$ cat config.mk
export PLATFORM = sky130hd
export DESIGN_NAME = mult_job_queue
export DESIGN_NICKNAME = d
export VERILOG_FILES = /design/src/rtl/mult_pkg.sv /design/src/rtl/mult_op_fifo.sv /design/src/rtl/mult_job_queue.sv
export SDC_FILE = /design/constraint.sdc
export NUM_CORES = 1
export LEC_CHECK = 0
export ABC_AREA = 1
export BUFFER_PORTS_ARGS = -buffer_cell sky130_fd_sc_hd__buf_4
export CAP_MARGIN = 20
export CORE_MARGIN = 2
export CORE_UTILIZATION = 49
export DETAILED_ROUTE_END_ITERATION = 8
export GPL_TIMING_DRIVEN = 0
export PLACE_DENSITY = 0.72
export SKIP_CTS_REPAIR_TIMING = 1
export SLEW_MARGIN = 20
export SYNTH_ARGS = -nofsm -noshare
export SYNTH_HDL_FRONTEND = slang
export SYNTH_HIERARCHICAL = 1
export SYNTH_SLANG_ARGS = --single-unit
$ cat constraint.sdc
create_clock -name clk -period 10.5 [get_ports clk]
set_clock_uncertainty 0.1 [all_clocks]
set_input_delay 2.1 -clock clk [delete_from_list [all_inputs] [get_ports clk]]
set_output_delay 2.1 -clock clk [all_outputs]
set_load 0.03 [all_outputs]
$ cat src/rtl/mult_pkg.sv
// Shared types and widths for the multiplier job queue.
package mult_pkg;

    localparam int unsigned OP_W   = 32;
    localparam int unsigned PROD_W = 64;

    typedef enum logic [2:0] {
        StIdle,
        StStart,
        StWaitHi,
        StWaitLo,
        StHold
    } mult_state_e;

endpackage

$ cat src/rtl/mult_op_fifo.sv
// Operand-pair FIFO with wrap-around pointers one bit wider than the index.
module mult_op_fifo
    import mult_pkg::*;
#(
    parameter int unsigned DEPTH = 4,
    parameter int unsigned W     = 2 * OP_W
) (
    input  logic         clk,
    input  logic         reset,
    input  logic         push,
    input  logic [W-1:0] din,
    input  logic         pop,
    output logic [W-1:0] dout,
    output logic         full,
    output logic         empty
);

    localparam int unsigned AW = (DEPTH > 1) ? $clog2(DEPTH) : 1;

    logic [AW:0]  wr_ptr_q, rd_ptr_q;
    logic [W-1:0] mem_q [DEPTH];
    logic         do_push, do_pop;

    assign full    = (wr_ptr_q[AW] != rd_ptr_q[AW]) && (wr_ptr_q[AW-1:0] == rd_ptr_q[AW-1:0]);
    assign empty   = (wr_ptr_q == rd_ptr_q);
    // A push while full is dropped so stored entries are untouched.
    assign do_push = push && !full;
    assign do_pop  = pop && !empty;
    assign dout    = mem_q[rd_ptr_q[AW-1:0]];

    // Pointer update.
    always_ff @(posedge clk or negedge reset) begin
        if (!reset) begin
            wr_ptr_q <= '0;
            rd_ptr_q <= '0;
        end else begin
            if (do_push) wr_ptr_q <= wr_ptr_q + (AW+1)'(1);
            if (do_pop)  rd_ptr_q <= rd_ptr_q + (AW+1)'(1);
        end
    end

    // Storage write; contents need no reset since empty gates every read.
    always_ff @(posedge clk) begin
        if (do_push) mem_q[wr_ptr_q[AW-1:0]] <= din;
    end

endmodule

$ cat src/rtl/mult_job_queue.sv
// Queues operand pairs and sequences them through an external multiplier.
// Optional completed-job counter enabled by defining MULT_JOB_CNT_EN.
module mult_job_queue
    import mult_pkg::*;
#(
    parameter int unsigned DEPTH = 4
) (
    input  logic              clk,
    input  logic              reset,
    input  logic              in_valid,
    output logic              in_ready,
    input  logic [OP_W-1:0]   in_a,
    input  logic [OP_W-1:0]   in_b,
    output logic              mul_start,
    output logic [OP_W-1:0]   mul_a,
    output logic [OP_W-1:0]   mul_b,
    input  logic              mul_busy,
    input  logic [PROD_W-1:0] mul_product,
    output logic              out_valid,
    input  logic              out_ready,
    output logic [PROD_W-1:0] out_product
`ifdef MULT_JOB_CNT_EN
    ,
    output logic [15:0]       job_cnt
`endif
);

    mult_state_e         state_q, state_d;
    logic [OP_W-1:0]     a_q, a_d, b_q, b_d;
    logic [PROD_W-1:0]   prod_q, prod_d;
    logic                valid_q, valid_d;
    logic                pop, full, empty;
    logic [2*OP_W-1:0]   head;

    mult_op_fifo #(
        .DEPTH (DEPTH),
        .W     (2 * OP_W)
    ) u_fifo (
        .clk   (clk),
        .reset (reset),
        .push  (in_valid),
        .din   ({in_a, in_b}),
        .pop   (pop),
        .dout  (head),
        .full  (full),
        .empty (empty)
    );

    // in_ready depends only on registered occupancy, never on this cycle's pop.
    assign in_ready    = !full;
    assign mul_a       = a_q;
    assign mul_b       = b_q;
    assign out_valid   = valid_q;
    assign out_product = prod_q;

    // Next-state and datapath control for the job sequencer.
    always_comb begin
        state_d   = state_q;
        a_d       = a_q;
        b_d       = b_q;
        prod_d    = prod_q;
        valid_d   = valid_q;
        pop       = 1'b0;
        mul_start = 1'b0;
        case (state_q)
            StIdle: begin
                if (!empty) begin
                    pop     = 1'b1;
                    a_d     = head[2*OP_W-1:OP_W];
                    b_d     = head[OP_W-1:0];
                    state_d = StStart;
                end
            end
            StStart: begin
                mul_start = 1'b1;
                state_d   = StWaitHi;
            end
            StWaitHi: begin
                if (mul_busy) state_d = StWaitLo;
            end
            StWaitLo: begin
                if (!mul_busy) begin
                    prod_d  = mul_product;
                    valid_d = 1'b1;
                    state_d = StHold;
                end
            end
            StHold: begin
                if (out_ready) begin
                    valid_d = 1'b0;
                    state_d = StIdle;
                end
            end
            default: state_d = StIdle;
        endcase
    end

    // State and output registers.
    always_ff @(posedge clk or negedge reset) begin
        if (!reset) begin
            state_q <= StIdle;
            a_q     <= '0;
            b_q     <= '0;
            prod_q  <= '0;
            valid_q <= 1'b0;
        end else begin
            state_q <= state_d;
            a_q     <= a_d;
            b_q     <= b_d;
            prod_q  <= prod_d;
            valid_q <= valid_d;
        end
    end

`ifdef MULT_JOB_CNT_EN
    logic [15:0] job_cnt_q;
    logic        job_done;

    assign job_done = (state_q == StHold) && out_ready;
    assign job_cnt  = job_cnt_q;

    // Completed-job counter, wraps naturally at 16 bits.
    always_ff @(posedge clk or negedge reset) begin
        if (!reset) begin
            job_cnt_q <= '0;
        end else if (job_done) begin
            job_cnt_q <= job_cnt_q + 16'd1;
        end
    end
`endif

endmodule

==> implementation parameters <==
Parameter                              Value

Status
  Status    completed

Power
  Leakage dissipation    8.389 nW
  Worst supply voltage drop on vdd    ~0.22 mV
  Power per Cell Area    334.5 nW/µm²

Setup path
  Max Fanout on Critical Path    10
  Critical Setup Path Class    reg -> out
  Kind of end point of the critical path    output port
  Critical Path RT    a little over 8 ns
  Buffers plus inverters on the worst setup path    5
  WP data arrival    roughly 2.0 ns
  Startpoint of the worst-slack reg-to-reg timing path    u_fifo/rd_ptr_q[0]
  Cell family with the largest share of critical-path delay    buffers and inverters
  Crit path max-delay cell type    sky130_fd_sc_hd__dfrtp_1
  Kind of start point of the critical path    flip-flop
  Delay of the slowest cell on the worst path    roughly 0.56 ns
  Cells along the critical path    buf_6 > inv_4 > nand2_1 > nand2_2 > nand3_2 > inv_1 > inv_1 > buf_4
  Cell repeated most along the worst path    sky130_fd_sc_hd__inv_1
  Setup slack on the worst flop-to-flop path    ~7.6 ns
  Worst r2r path cells    9
  Worst r2r dst    u_fifo/mem_q[2][61]
  CP Launch Point    u_fifo/rd_ptr_q[0]

Min path
  WHS Endpoint    out_valid
  Worst min-delay path category    reg -> reg
  Beginning of the worst hold path    out_valid
  Worst hold path stage count    2

Floorplan
  I/O Pins    about 260
  Die Width    approximately 180 µm
  Die Height    180.4 µm
  Initial Util    approximately 50%
  Row count    64
  Die area    32560 µm²
  Core region area    a little over 30000 µm²

Clock network
  Clock tree from TritonCTS    yes
  Worst-path clk slew    about 0.060 ns
  Number of clock buffers inserted by TritonCTS    between 40 and 50
  Clock Root Buffer    sky130_fd_sc_hd__clkbuf_16
  Clock Tree Buf Depth    3
  CTS HTree Levels    2
  Insertion delay of the later-clocked pin in the worst-skew pair    roughly 0.53 ns
  Clock Sink Count    between 300 and 400

Detailed routing
  DRC violations left    0
  Initial DRT Pass Iterations    5
  Via count normalized by instance count    roughly 5.2
  Post-DR wirelength/cell    around 19 µm
  Starting DRT DRC Count    between 700 and 800
  Antenna Nets Post-Route    0
  Count of vias placed by the detailed router    10468
  Wire length reported by the detailed router    around 38000 µm

Timing
  Crit path time final    between 4 and 5 ns
  Setup violators final    0
  Max-slew violations    0
  Maximum achievable frequency    around 240 MHz
  Actual slew at the worst max-slew pin    0.8637 ns
  Unrepaired setup endpoints after global routing    no
  Count of endpoints failing hold in the final timing report    0
  Max-slew headroom at the worst pin    between 40% and 50%
  Period Utilization, post-route    about two fifths
  Setup TNS    0 ns

Global routing
  Largest net degree at the start of global routing    72
  Leftover overflow at the end of global routing    0
  Number of antenna violations at the first check in global routing    1
  Number of global-route vias before repair    about 11000
  Global-route total usage across every layer    a little under a quarter
  First-pass GRT wire length    ~59000 µm

Synth
  Top-area cell type share of the netlist area    about half
  Average cell area after synthesis    about 12 µm²
  Number of standard cells after synthesis    around 1300
  Ranking of synthesized cells by area    sky130_fd_sc_hd__edfxtp_1, sky130_fd_sc_hd__dfrtp_1, sky130_fd_sc_hd__nand2_1, sky130_fd_sc_hd__o21ai_0, sky130_fd_sc_hd__nor2_1
  Synthesized Nets    ~1400
  Sequential share of the synthesized area    73.04%
  Number of different library cells in the post-synthesis netlist    27
  Synthesized area    ~15000 µm²
  Count of yosys warnings during synthesis    6
  Yosys reg bits    roughly 400
  Cell type with the largest total area after synthesis    sky130_fd_sc_hd__edfxtp_1

Layout
  P&R area growth vs syn    27.60%
  Number of filler instances in the final layout    roughly 2300
  Final core utilization    between 60 and 70%
  Share of post-route cells with drive strength above 1    a little over a quarter
  Layout net count    about 1700

Placement
  DPL Wire Length    between 20000 and 25000 µm
  Placer's final routability congestion estimate    approximately 0.85
  Count of input and output buffers    approximately 260

Job
  Total of max-cap violations    0
[where the power goes]
part / switching [mW] / total, mW / leakage [nW] / internal, mW
sequential: 0.198 / 2.34 / 4.07 / 2.14
clock: 0.591 / 1.53 / 0.698 / 0.939
combinational: 1.72 / 2.64 / 3.62 / 0.923
total: 2.51 / 6.51 / 8.39 / 4.01
[cells in the final DEF (no fill, tap or decap), drive strengths merged, types with 8 or more instances in the layout]
cell type | Yosys | layout
inv | 82 | 86
bufinv | 0 | 8
buf | 42 | 316
nand2 | 296 | 296
o22ai | 64 | 64
o21ai | 193 | 193
clkinv | 2 | 15
dfrtp | 138 | 138
nand3 | 13 | 13
edfxtp | 256 | 256
clkbuf | 28 | 77
nor2 | 135 | 135
[layer usage]
layer | share of wire [%] | GRT usage, % | vias to the layer above
met5 | 0 | 0 | -
met4 | 1.5 | 5.968 | 0
met1 | 42 | 30.36 | 5064
li1 | - | - | 4945
met2 | 49 | 39.02 | 417
met3 | 7.3 | 4.810 | 42
[sequential cells by signal, summed over array words and instances, names as in the netlist]
name	cells
state_q	3
out_valid	1
u_fifo/mem_q	256
mul_a	32
u_fifo/rd_ptr_q	3
mul_b	32
out_product	64
u_fifo/wr_ptr_q	3
[area by class of cell]
cell class                      count  area [µm²]  area share (%)
Clock buffer                       49        1086           5.580
Clock inverter                     26       344.1           1.768
Timing Repair Buffer              274        2255           11.58
Inverter                           84       321.6           1.652
Sequential cell                   394       11140           57.24
Antenna cell                        2       5.005         0.02571
Tap cell                          396       495.5           2.546
Buffer                             70       520.5           2.674
Multi-Input combinational cell    711        3296           16.93
[Yosys cell counts, drive strengths merged]
cell type,instances
buf,42
clkbuf,28
clkinv,2
dfrtp,138
edfxtp,256
ha,5
inv,82
nand2,296
nand3,13
nand4,2
nor2,135
o21ai,193
o22ai,64
or2,1
xnor2,1
xor2,1
[worst register-to-register path, delay by kind of cell (launching register included)]
family	cells	cell delay, ns
buffers and inverters	4	0.79
and+or+nand+nor	5	1.10
DFF	1	0.56
[kinds of logic (layout without fill, tap and decap cells)]
kind of cell	Yosys count	after routing	synth area share, %
flops	394	394	73.04
xor+xnor	2	2	0.1149
simple gates	447	447	11.98
other cells	0	2	0
buf+inv	154	503	5.504
compound gates	257	257	8.957
fa+ha+maj	5	5	0.4101
[stage by stage]
stage / setup WS [ns] / hold slack, ns / total power, mW / std cells / area (µm²)
global placement: 2.681 / 0.3619 / 4.921 / 1918 / 17720
detailed placement: 6.537 / 0.3657 / 5.016 / 1929 / 18030
CTS: 6.256 / 0.3830 / 6.558 / 2004 / 19460
finish: 6.337 / 0.3784 / 6.511 / 2006 / 19460
floorplan: 5.061 / 0.3838 / 4.010 / 1259 / 15250
global route: 6.221 / 0.3995 / 6.871 / 2004 / 19460
[worst max-delay path by stage]
stage	end	slack (ns)	cells past startpoint
detailed placement	u_fifo/mem_q[2][21]	6.54	5
CTS	in_ready	6.26	8
global placement	u_fifo/mem_q[0][21]	2.68	3
finish	in_ready	6.34	8
floorplan	u_fifo/mem_q[0][0]	5.06	2
global route	in_ready	6.22	8
Power figures use the tool's default switching activity.
